<file path="src/rtl/comp_pkg.sv">
// Shared constants and helpers for the layer compositor.
package comp_pkg;

  // Colour word of this codebase: R|G|B packed MSB->LSB.
  localparam int COLOR_W = 12;
  localparam int CH_W    = COLOR_W / 3;

  // Default chroma key and background colours.
  localparam logic [COLOR_W-1:0] DEF_KEY_COLOR = 12'hF0F;
  localparam logic [COLOR_W-1:0] DEF_BG_COLOR  = 12'h000;

  // Truncated average of one colour channel; the sum carries one extra bit
  // so the carry survives the halving.
  function automatic logic [CH_W-1:0] ch_avg(input logic [CH_W-1:0] a,
                                              input logic [CH_W-1:0] b);
    logic [CH_W:0] sum;
    sum = {1'b0, a} + {1'b0, b};
    return sum[CH_W:1];
  endfunction

endpackage

</file>
<file path="src/rtl/pipe_delay.sv">
// Fixed-depth shift register whose stages all reset to INIT.
module pipe_delay #(
  parameter int               WIDTH = 1,
  parameter int               DEPTH = 1,
  parameter logic [WIDTH-1:0] INIT  = '0
) (
  input  logic             clk,
  input  logic             rst,
  input  logic [WIDTH-1:0] d,
  output logic [WIDTH-1:0] q
);

  logic [WIDTH-1:0] stage [DEPTH];

  // Shift every cycle; synchronous reset loads INIT into every stage.
  always_ff @(posedge clk) begin
    if (rst) begin
      for (int i = 0; i < DEPTH; i++) stage[i] <= INIT;
    end else begin
      stage[0] <= d;
      for (int i = 1; i < DEPTH; i++) stage[i] <= stage[i-1];
    end
  end

  assign q = stage[DEPTH-1];

endmodule

</file>
<file path="src/rtl/layer_compositor.sv">
// N-layer chroma-key compositor feeding the VGA pins.
// Flow: control bus delayed RD_LAT cycles to meet BRAM data, stage 1 picks
// the top and under opaque colours, stage 2 applies blank/background/blend.
// Streaming interface: there is no ready. pix_valid only qualifies a pixel;
// the pipeline advances every cycle and every input cycle (valid or not)
// reaches the outputs exactly RD_LAT+2 cycles later, syncs included.
module layer_compositor
  import comp_pkg::*;
#(
  parameter int                 NUM_LAYERS = 4,
  parameter int                 COLOR_W    = 12,
  parameter int                 RD_LAT     = 1,
  parameter logic [COLOR_W-1:0] KEY_COLOR  = DEF_KEY_COLOR,
  parameter logic [COLOR_W-1:0] BG_COLOR   = DEF_BG_COLOR,
  parameter logic               SYNC_IDLE  = 1'b1
) (
  input  logic                          clk,
  input  logic                          rst,
  input  logic                          pix_valid_in,
  input  logic                          blank_in,
  input  logic                          hsync_in,
  input  logic                          vsync_in,
  input  logic [NUM_LAYERS-1:0]         layer_hit,
  input  logic [NUM_LAYERS-1:0]         layer_blend,
  input  logic [NUM_LAYERS*COLOR_W-1:0] layer_data,
  output logic                          pix_valid_out,
  output logic                          hsync_out,
  output logic                          vsync_out,
  output logic [COLOR_W-1:0]            color_out
);

  localparam int CHAN_W = COLOR_W / 3;
  localparam int CTRL_W = 4 + 2 * NUM_LAYERS;
  // Idle control word: not valid, blanked, syncs idle, no hits, no blends.
  localparam logic [CTRL_W-1:0] CTRL_INIT =
    {1'b0, 1'b1, SYNC_IDLE, SYNC_IDLE, {(2*NUM_LAYERS){1'b0}}};

  logic [CTRL_W-1:0]     ctrl_in;
  logic [CTRL_W-1:0]     ctrl_d;
  logic                  valid_d, blank_d, hsync_d, vsync_d;
  logic [NUM_LAYERS-1:0] hit_d, blend_d;

  assign ctrl_in = {pix_valid_in, blank_in, hsync_in, vsync_in, layer_hit, layer_blend};

  pipe_delay #(
    .WIDTH (CTRL_W),
    .DEPTH (RD_LAT),
    .INIT  (CTRL_INIT)
  ) u_ctrl_delay (
    .clk (clk),
    .rst (rst),
    .d   (ctrl_in),
    .q   (ctrl_d)
  );

  assign valid_d = ctrl_d[CTRL_W-1];
  assign blank_d = ctrl_d[CTRL_W-2];
  assign hsync_d = ctrl_d[CTRL_W-3];
  assign vsync_d = ctrl_d[CTRL_W-4];
  assign hit_d   = ctrl_d[NUM_LAYERS +: NUM_LAYERS];
  assign blend_d = ctrl_d[0 +: NUM_LAYERS];

  // Aligned stage: top = highest-index opaque layer, under = next opaque below.
  // Data of a non-hit layer is never looked at beyond the opacity gate.
  logic [NUM_LAYERS-1:0] opaque;
  logic [COLOR_W-1:0]    top_col, under_col;
  logic                  top_blend, found_top, found_under;

  // Descending scan so the first opaque layer met is the top one.
  always_comb begin
    opaque      = '0;
    top_col     = BG_COLOR;
    under_col   = BG_COLOR;
    top_blend   = 1'b0;
    found_top   = 1'b0;
    found_under = 1'b0;
    for (int i = NUM_LAYERS - 1; i >= 0; i--) begin
      opaque[i] = hit_d[i] && (layer_data[i*COLOR_W +: COLOR_W] != KEY_COLOR);
      if (opaque[i]) begin
        if (!found_top) begin
          found_top = 1'b1;
          top_col   = layer_data[i*COLOR_W +: COLOR_W];
          top_blend = blend_d[i];
        end else if (!found_under) begin
          found_under = 1'b1;
          under_col   = layer_data[i*COLOR_W +: COLOR_W];
        end
      end
    end
  end

  // Stage 1 registers.
  logic [COLOR_W-1:0] s1_top, s1_under;
  logic               s1_blend, s1_any, s1_valid, s1_blank, s1_hsync, s1_vsync;

  // Capture the selection together with the aligned sync/valid/blank.
  always_ff @(posedge clk) begin
    if (rst) begin
      s1_top   <= '0;
      s1_under <= '0;
      s1_blend <= 1'b0;
      s1_any   <= 1'b0;
      s1_valid <= 1'b0;
      s1_blank <= 1'b1;
      s1_hsync <= SYNC_IDLE;
      s1_vsync <= SYNC_IDLE;
    end else begin
      s1_top   <= top_col;
      s1_under <= under_col;
      s1_blend <= top_blend;
      s1_any   <= found_top;
      s1_valid <= valid_d;
      s1_blank <= blank_d;
      s1_hsync <= hsync_d;
      s1_vsync <= vsync_d;
    end
  end

  // Half-transparency: per-channel truncated average of top and under.
  logic [COLOR_W-1:0] blend_col;

  if (CHAN_W == CH_W) begin : g_pkg_avg
    // Channel width matches the package helper.
    always_comb begin
      blend_col = '0;
      for (int c = 0; c < 3; c++) begin
        blend_col[c*CHAN_W +: CHAN_W] = ch_avg(s1_top[c*CHAN_W +: CHAN_W],
                                               s1_under[c*CHAN_W +: CHAN_W]);
      end
    end
  end else begin : g_local_avg
    logic [CHAN_W:0] sum;
    // Other channel widths: same truncated average computed locally.
    always_comb begin
      blend_col = '0;
      sum       = '0;
      for (int c = 0; c < 3; c++) begin
        sum = {1'b0, s1_top[c*CHAN_W +: CHAN_W]} + {1'b0, s1_under[c*CHAN_W +: CHAN_W]};
        blend_col[c*CHAN_W +: CHAN_W] = sum[CHAN_W:1];
      end
    end
  end

  // Stage 2: registered VGA outputs; blank wins, then background, then blend.
  always_ff @(posedge clk) begin
    if (rst) begin
      color_out     <= '0;
      pix_valid_out <= 1'b0;
      hsync_out     <= SYNC_IDLE;
      vsync_out     <= SYNC_IDLE;
    end else begin
      pix_valid_out <= s1_valid;
      hsync_out     <= s1_hsync;
      vsync_out     <= s1_vsync;
      if (s1_blank)      color_out <= '0;
      else if (!s1_any)  color_out <= BG_COLOR;
      else if (s1_blend) color_out <= blend_col;
      else               color_out <= s1_top;
    end
  end

endmodule

</file>
<file path="config.mk">
export PLATFORM = sky130hd
export DESIGN_NAME = layer_compositor
export DESIGN_NICKNAME = d
export VERILOG_FILES = /design/src/rtl/comp_pkg.sv /design/src/rtl/pipe_delay.sv /design/src/rtl/layer_compositor.sv
export SDC_FILE = /design/constraint.sdc
export NUM_CORES = 1
export LEC_CHECK = 0
export ABC_AREA = 1
export CORE_ASPECT_RATIO = 0.75
export CORE_MARGIN = 2
export CORE_UTILIZATION = 63
export DETAILED_ROUTE_END_ITERATION = 7
export DONT_BUFFER_PORTS = 1
export HOLD_SLACK_MARGIN = 0.1
export PLACE_DENSITY = 0.88
export SLEW_MARGIN = 30
export SYNTH_ARGS = -nofsm -noshare
export SYNTH_HDL_FRONTEND = slang
export SYNTH_SLANG_ARGS = --single-unit
export TNS_END_PERCENT = 10
</file>
<file path="constraint.sdc">
create_clock -name clk -period 2.05 [get_ports clk]
set_clock_uncertainty 0.2 [all_clocks]
set_input_delay 0.615 -clock clk [delete_from_list [all_inputs] [get_ports clk]]
set_output_delay 0.615 -clock clk [all_outputs]
set_load 0.005 [all_outputs]
</file>
==> run metrics, run 1 <==
net count after synthesis=538; Reg2Reg Depth=6; commonest cells in the netlist=111 x nand2_1, 78 x nor2_1, 62 x inv_1; setup violation total in the final timing report=0; met1 WL=2910 um; mapped cell area=3110 um^2; Setup crit start=layer_data[11]; Worst-path clk slew=0.07 ns; Mapped Cells=between 400 and 500; syn avg cell area=approximately 6.7 um^2; initial antenna violation count=0; Rel. slew slack=60.3%; post-CTS resize count=0; setup TNS=0 ns; # H-tree levels=3; fin nets=554; Die Wd=approximately 85 um; Post-DP HPWL=5660 um; unique cell type count in the Yosys netlist=30; outcome=completed; cts bufs inserted=9; number of global-route vias before repair=2,711; RSZ-0062 raised after global routing=no; met3 WL=roughly 750 um; Reg2Reg Setup Slack=0.34 ns; Area after DPL=3240 um^2; diodes inserted=0; 1st-pass router iterations=5; fmax=553 MHz; largest net degree at the start of global routing=25; WP buf/inv=3; routed vias=2,907; sequential-to-total area share from yosys stat=36.7%; Top Layer Used=met4; grt total ovfl=0; Overall Power=about 0.0027 W; delay-heaviest family, CP=simple AND/OR/NAND/NOR gates; first-pass GRT wire length=between 10,000 and 15,000 um; Worst EP arrival=1.84 ns; total die area=5510 um^2; min-delay worst type=in -> reg; final critical-path required period=about 1.8 ns; final setup margin=0.242 ns; number of setup buffers added after CTS=0; Hold Vio Cnt, Final=0; WP depth=9; largest stage delay on the critical path=approximately 0.22 ns; fill count=396; layout cells sized above 1=about 14%; Port Buffers=0; actual slew at the worst max-slew pin=roughly 0.60 ns; post-route antenna net violation count=0; Hold Startpoint=rst; CTS sink cnt=57; static leakage=1.75 nW; peak supply drop=0.000708 V; ys flop type=dfxtp_1; number of remaining DRC errors=0; Worst Setup EP=s1_top[3]; FP Rows=22; Ports=77; most instantiated library cell after synthesis=nand2_1; crit share post-route=88.2%; Area growth syn-to-layout=11.6%; Critical Path RT=approximately 2.1 ns; Max-Cap Viols=0; post-place setup slack=-0.0788 ns; Yosys top cell by area=dfxtp_1; Die H=64.8 um; final WL=7000 um; GPL Wtd Cong=1.01; CTS tree=done; top-area cell type share of the netlist area=36.7%; Initial Util=64.5%; Pwr Density=780 nW/um^2; Root Driver=clkbuf_8; ranking of synthesized cells by area=dfxtp_1 37%, nand2_1 13%, nor2_1 9.4%; post-layout instance area=between 3000 and 4000 um^2; worst hold slack=0.129 ns; worst-path cell with the longest stage delay=nor3_1; critical setup path kind=in -> reg; hold_buf cts=0; clk_lat worst skew=0.34 ns; initial drt markers=211; post-DR wirelength/cell=12.8 um; clock buffer depth=2; CP Capture Type=flop; max-slew violations=0; DR vias/cell=5.33; critical path fanouts, max=18; core box area=4820 um^2; CP Launch Type=input pin; ys async rst share=0%; Post-synth EDFFs=0; Ys Warns=0; Total Routing Usage GR=27.5%; RR Startpoint=s1_top[2]; Reg2Reg Capture Point=color_out[2]; worst path cell trace=inv_1 > nor3_1 > nand4_1 > nand2_1 > inv_1 > nand2_4 > inv_2 > nor3_1 > nor2_1; met2 wire len=3220 um; Yosys reg bits=57
[worst reg2reg max path, stage by stage (launching register included)]
cell and delay, ns:
dfxtp_1 0.33, ha_1 0.36, a21oi_1 0.19, o21ai_0 0.16, xor2_1 0.16, o21ai_0 0.15
inv_1 0.05
[placed cells by master, fill, tap and decap left out, drive strengths merged]
| cell type | instances |
|---|---|
| nand3 | 25 |
| clkinvlp | 2 |
| nand3b | 3 |
| nor2 | 86 |
| buf | 18 |
| ha | 9 |
| o211ai | 1 |
| a21oi | 14 |
| nor2b | 1 |
| xor2 | 6 |
| dfxtp | 57 |
| fa | 3 |
| nand2 | 119 |
| clkbuf | 9 |
| bufinv | 2 |
| o21ai | 47 |
| nor3 | 4 |
| inv | 69 |
| clkinv | 1 |
| or2 | 8 |
| nand4 | 1 |
[worst min path at each step]
stage / to / cells past startpoint
6_report: u_ctrl_delay.stage[0][11] / 1
5_1_grt: u_ctrl_delay.stage[0][11] / 1
4_1_cts: u_ctrl_delay.stage[0][11] / 1
3_5_place_dp: s1_blank / 1
3_3_place_gp: s1_blank / 1
2_1_floorplan: pix_valid_out / 2
[where the power goes]
group	leakage, nW	internal, W	switching [W]
Clock	0.107	0.000695	0.000480
Sequential	0.468	0.00116	0.0000263
Combinational	1.17	0.000135	0.000207
Total	1.75	0.00199	0.000714
[flip-flops by register name, indices dropped and copies added, names as in the netlist]
register and cells:
color_out 12, hsync_out 1, pix_valid_out 1, s1_any 1, s1_blank 1, s1_blend 1
s1_hsync 1, s1_top 12, s1_under 12, s1_valid 1, s1_vsync 1, u_ctrl_delay.stage 12
vsync_out 1
[metrics by stage]
stage / util (%) / instances
after global placement: 67.3 / 529
final: 71.9 / 545
after detailed placement: 67.3 / 529
after CTS: 71.9 / 545
after global routing: 71.9 / 545
after floorplan: - / 464
[layer usage]
layer  vias to the layer above  track usage, %
met5                         -               0
met3                        17            11.8
li1                       1464               -
met1                      1302            33.3
met4                         0            9.92
met2                       124            43.8
[layout make-up]
class / count / area [um^2] / share of cell area [%]
tap: 60 / 75.1 / 2.17
sequential: 57 / 1140 / 32.9
inverter: 67 / 251 / 7.26
timing repair buffer: 18 / 135 / 3.90
clock buffer: 9 / 124 / 3.57
clock inverter: 7 / 101 / 2.92
multi-input combinational: 327 / 1640 / 47.3
[cells by family (layout without fill, tap and decap cells)]
group | count (synthesis) | in the layout | synth area share, %
AOI/OAI and AO/OA | 62 | 62 | 10.3
xor gates and xnor gates | 6 | 6 | 1.69
adders and majority gates | 12 | 12 | 5.56
buffers and inverters | 80 | 101 | 10.6
DFF | 57 | 57 | 36.7
and+or+nand+nor | 247 | 247 | 35.2
Note: power is estimated with default switching activity, not from simulation.
==> inputs of run 2 (changes only) <==
- SYNTH_HIERARCHICAL: not set -> 1
- clock period: 2.05 -> 1.9 ns (I/O delays scaled with it)
==> run 2 against run 1 <==
Net effect:
- routed wire length increased by 9.8%
- highest routed layer unchanged
- sequential cell count unchanged
- cell count is 3.7% higher
- critical path depth up 2
- hold slack lost 0.0087 ns
- first-iteration DRC count up 2.8%
- cell area up 3.4%
- synthesized cell count is 1.9% higher
- synthesized area rose by 1.2%
- via count rose by 5.6%
- register-to-register slack lost 0.10 ns
==> run metrics, run 2 <==
1st-pass router iterations=7; initial drt markers=217; Mapped Cells=between 400 and 500; number of global-route vias before repair=2,946; clk_lat worst skew=about 0.34 ns; net count after synthesis=547; Ports=77; Setup crit start=layer_data[45]; setup TNS=0 ns; setup violation total in the final timing report=0; post-route antenna net violation count=0; Ys Warns=6; ys flop type=dfxtp_1; ys async rst share=0%; worst-path cell with the longest stage delay=nor2_1; Reg2Reg Capture Point=s1_top[3]; commonest cells in the netlist=131 x nand2_1, 87 x nor2_1, 57 x dfxtp_1; most instantiated library cell after synthesis=nand2_1; Die Wd=about 86 um; RR Startpoint=u_ctrl_delay/stage[0][6]; Worst-path clk slew=around 0.07 ns; number of remaining DRC errors=0; outcome=completed; sequential-to-total area share from yosys stat=36.3%; Critical Path RT=about 2.0 ns; post-DR wirelength/cell=13.6 um; static leakage=1.84 nW; final critical-path required period=1.76 ns; Root Driver=clkbuf_8; commonest cells after routing, fill and taps aside=129 x nand2_1, 86 x nor2_1, 57 x dfxtp_1, 52 x inv_1, 38 x o21ai_0; Worst Setup EP=s1_under[0]; Post-synth EDFFs=0; Reg2Reg Setup Slack=~0.24 ns; Total Routing Usage GR=29.4%; worst path cell trace=nand2_1 > nor2_1 > nand3_1 > nand2_2 > buf_4 > nand3_4 > nand2_4 > nand2_4 > nand2_1 > nand2_1 > nor2_1; Pwr Density=823 nW/um^2; Initial Util=64.9%; most common cell after layout, fill and taps aside=nand2_1; unique cell type count in the Yosys netlist=29; Post-DP HPWL=5720 um; Port Buffers=0; RSZ-0062 raised after global routing=no; mapped cell area=between 3000 and 4000 um^2; core box area=between 4000 and 5000 um^2; FP Rows=22; min-delay worst type=in -> reg; Area growth syn-to-layout=14.0%; total die area=5580 um^2; fin nets=between 500 and 600; ranking of synthesized cells by area=dfxtp_1 36%, nand2_1 16%, nor2_1 10%; max-slew violations=0; cts bufs inserted=9; syn avg cell area=6.65 um^2; largest stage delay on the critical path=0.18 ns; critical path fanouts, max=22; Die H=65.2 um; CP Launch Type=input pin; CTS tree=done; Worst EP arrival=1.83 ns; GPL Wtd Cong=0.868; layout cells sized above 1=15.2%; largest net degree at the start of global routing=26; critical setup path kind=in -> reg; crit share post-route=92.7%; actual slew at the worst max-slew pin=0.468 ns; fmax=568 MHz; Hold Vio Cnt, Final=0; Yosys reg bits=57; grt total ovfl=0; initial antenna violation count=0; number of setup buffers added after CTS=0; clock buffer depth=2; Reg2Reg Depth=7; DR vias/cell=5.44; CTS sink cnt=57; Yosys top cell by area=dfxtp_1; Rel. slew slack=68.6%; CP Capture Type=flop; Max-Cap Viols=0; worst hold slack=0.120 ns; routed vias=3,071; top-area cell type share of the netlist area=a little over a third; diodes inserted=0; Final Util=between 70 and 80%; # H-tree levels=3; Worst path most repeated cell=nand2_1; first-pass GRT wire length=12,600 um; final WL=7680 um; peak supply drop=slightly below 0.0008 V
## run 2: layer usage
layer | vias to the layer above | GRT usage, % | part of all wire [%]
met1 | 1363 | 33.8 | 38
li1 | 1503 | - | -
met4 | 0 | 10.9 | 2.1
met2 | 185 | 50.9 | 48
met3 | 20 | 9.92 | 12
met5 | - | 0 | 0
## run 2: how the worst min path moves through the flow
stage | to | cells past startpoint | slack, ns | startpoint
2_1_floorplan | pix_valid_out | 2 | 0.19 | s1_valid
3_3_place_gp | hsync_out | 1 | 0.19 | s1_hsync
3_5_place_dp | hsync_out | 1 | 0.20 | s1_hsync
4_1_cts | u_ctrl_delay/stage[0][8] | 2 | 0.10 | rst
5_1_grt | u_ctrl_delay/stage[0][9] | 2 | 0.11 | rst
6_report | u_ctrl_delay/stage[0][8] | 2 | 0.12 | rst
## run 2: cell families after synthesis
kind of cell	after synthesis	synth area share, %
simple gates	267	36.5
buf+inv	79	11.8
flops	57	36.3
compound gates	52	8.28
fa+ha+maj	12	5.49
xor+xnor	6	1.67
## run 2: critical path, delay by kind of cell
kind | cells | cell delay [ns]
and+or+nand+nor | 10 | 1.09
buffers and inverters | 1 | 0.17
## run 2: where the power goes
part / internal, W / leakage, nW / total [W] / switching [W]
combinational: 0.000160 / 1.27 / 0.000402 / 0.000241
sequential: 0.00125 / 0.468 / 0.00128 / 0.0000289
clock: 0.000748 / 0.110 / 0.00127 / 0.000518
total: 0.00216 / 1.84 / 0.00295 / 0.000788
## run 2: cell type report
cell class              count  area (um^2)
inverters                  62          249
clock buffers               9          124
multi-input cells         337         1640
fillers                   384         1260
clock inverters             7          103
repair buffers             32          248
well taps                  60         75.1
repair inverters            1         5.00
flip-flops and latches     57         1140
## run 2: metrics by stage
stage | power [W] | cells | setup slack (ns) | instance area [um^2]
floorplan | 0.00160 | 473 | 0.00765 | 3160
global placement | 0.00167 | 545 | -0.165 | 3320
detailed placement | 0.00169 | 545 | -0.219 | 3320
CTS | 0.00297 | 563 | 0.0713 | 3560
global route | 0.00309 | 565 | 0.0350 | 3580
finish | 0.00295 | 565 | 0.139 | 3580
## run 2: what timing repair did
item	CTS	global route
gates resized for setup	0	2
setup endpoints to repair	0	9
hold buffers	2	1
endpoints found under the hold margin	12	1
==> edit: new RTL, settings of run 2 <==
Set the parameter `SYNC_IDLE` to 1'b0 (it was 1'b1).
--- a/src/rtl/layer_compositor.sv
+++ b/src/rtl/layer_compositor.sv
@@ -13,5 +13,5 @@
   parameter logic [COLOR_W-1:0] KEY_COLOR  = DEF_KEY_COLOR,
   parameter logic [COLOR_W-1:0] BG_COLOR   = DEF_BG_COLOR,
-  parameter logic               SYNC_IDLE  = 1'b1
+  parameter logic               SYNC_IDLE  = 1'b0
 ) (
   input  logic                          clk,
Behaviour: not the same (Yosys sat finds a counterexample within 4 cycles, from zero or initial values and one cycle with rst high).
==> edit against run 2 <==
Sequential cell count unchanged; power down 10%; setup slack better by 0.012 ns; synthesized cell count up 1.1%; combinational power is 1% lower; area after synthesis shrank 1.6%; register-to-register slack better by 0.05 ns; design area down 2.1%; sequential share of layout area increased by 0.68 points; wire length decreased by 5.0%.
==> edit: results (changes against run 2) <==
Run status
  • Status: completed (unchanged)

Worst setup path
  • Reg2Reg Depth: 6 (was 7)
  • R2R Setup Slk: 0.29 ns (was 0.24 ns)
  • Slowest cell on the critical path: nand2_4 (was nor2_1)
  • CP peak stage delay: 0.20 ns (was 0.18 ns)
  • Reg2reg end: color_out[10] (was s1_top[3])
  • RR Startpoint: s1_top[10] (was u_ctrl_delay/stage[0][6])
  • Worst EP arrival: 1.77 ns (was 1.83 ns)

Routing
  • DRT iter0 DRCs: 254 (was 217)
  • WL met2: 3420 µm (was 3670 µm)
  • WL per Instance: 12.8 µm (was 13.6 µm)
  • Via-to-Cell Ratio: 5.35 (was 5.44)

Power and ir drop
  • Leak: 1.85 nW (was 1.84 nW)
  • Clock share of power: 36.6% (was 42.9%)
  • Logic pwr share: 15.0% (was 13.6%)
  • Cell-internal power: 1.88 mW (was 2.16 mW)

Worst hold path
  • Hold Path Sink: u_ctrl_delay/stage[0][10] (was u_ctrl_delay/stage[0][8])

Synthesis
  • Netlist cell types: 26 (was 29)
  • Post-synthesis sequential area ratio: 36.9% (was 36.3%)
  • Synth Instances: 478 (was 473)
  • Syn nets: 552 (was 547)
  • Post-synth top cells: nand2_1, nor2_1, inv_1 (was nand2_1, nor2_1, dfxtp_1)

Global route
  • Gr usage total: 28.1% (was 29.4%)
  • First-pass GRT wire length: 12,000 µm (was 12,600 µm)
  • Pin count of the biggest net entering global routing: 25 (was 26)

Clock tree
  • Hold Buf Count CTS: 1 (was 2)

Final layout
  • Share of layout cells above drive strength 1: 13.5% (was 15.2%)
  • Fill count: 392 (was 384)
  • Nets: 580 (was 574)
  • FFs & Latches: 57 (unchanged)
  • Clock-cell share: 4.85% (was 6.32%)

Place
  • DP HPWL: 5740 µm (was 5720 µm)
[edit: cell count changes after synthesis, moves of 2 or more]
| cell | before | now |
|---|---|---|
| buf_2 | 3 | 8 |
| nand2_1 | 131 | 128 |
| nand3_1 | 26 | 23 |
| inv_1 | 54 | 62 |
| or2_2 | 5 | 1 |
| buf_6 | 8 | 4 |
| nor2_1 | 87 | 93 |
| nand2_2 | 2 | 5 |
| inv_2 | 6 | 3 |
| nor2_4 | 3 | 1 |
| o21ai_1 | 1 | 5 |
| nand2_4 | 5 | 2 |
[edit: worst max path at each step]
stage / startpoint / end / slack (ns) / depth (start not counted)
2_1_floorplan: layer_data[29] / s1_top[0] / -0.02 / 12
3_3_place_gp: layer_data[19] / s1_under[1] / -0.16 / 12
3_5_place_dp: layer_data[19] / s1_under[6] / -0.25 / 12
4_1_cts: layer_data[19] / s1_under[2] / 0.08 / 12
5_1_grt: layer_data[29] / s1_top[10] / -0.02 / 13
6_report: layer_data[19] / s1_under[2] / 0.15 / 12
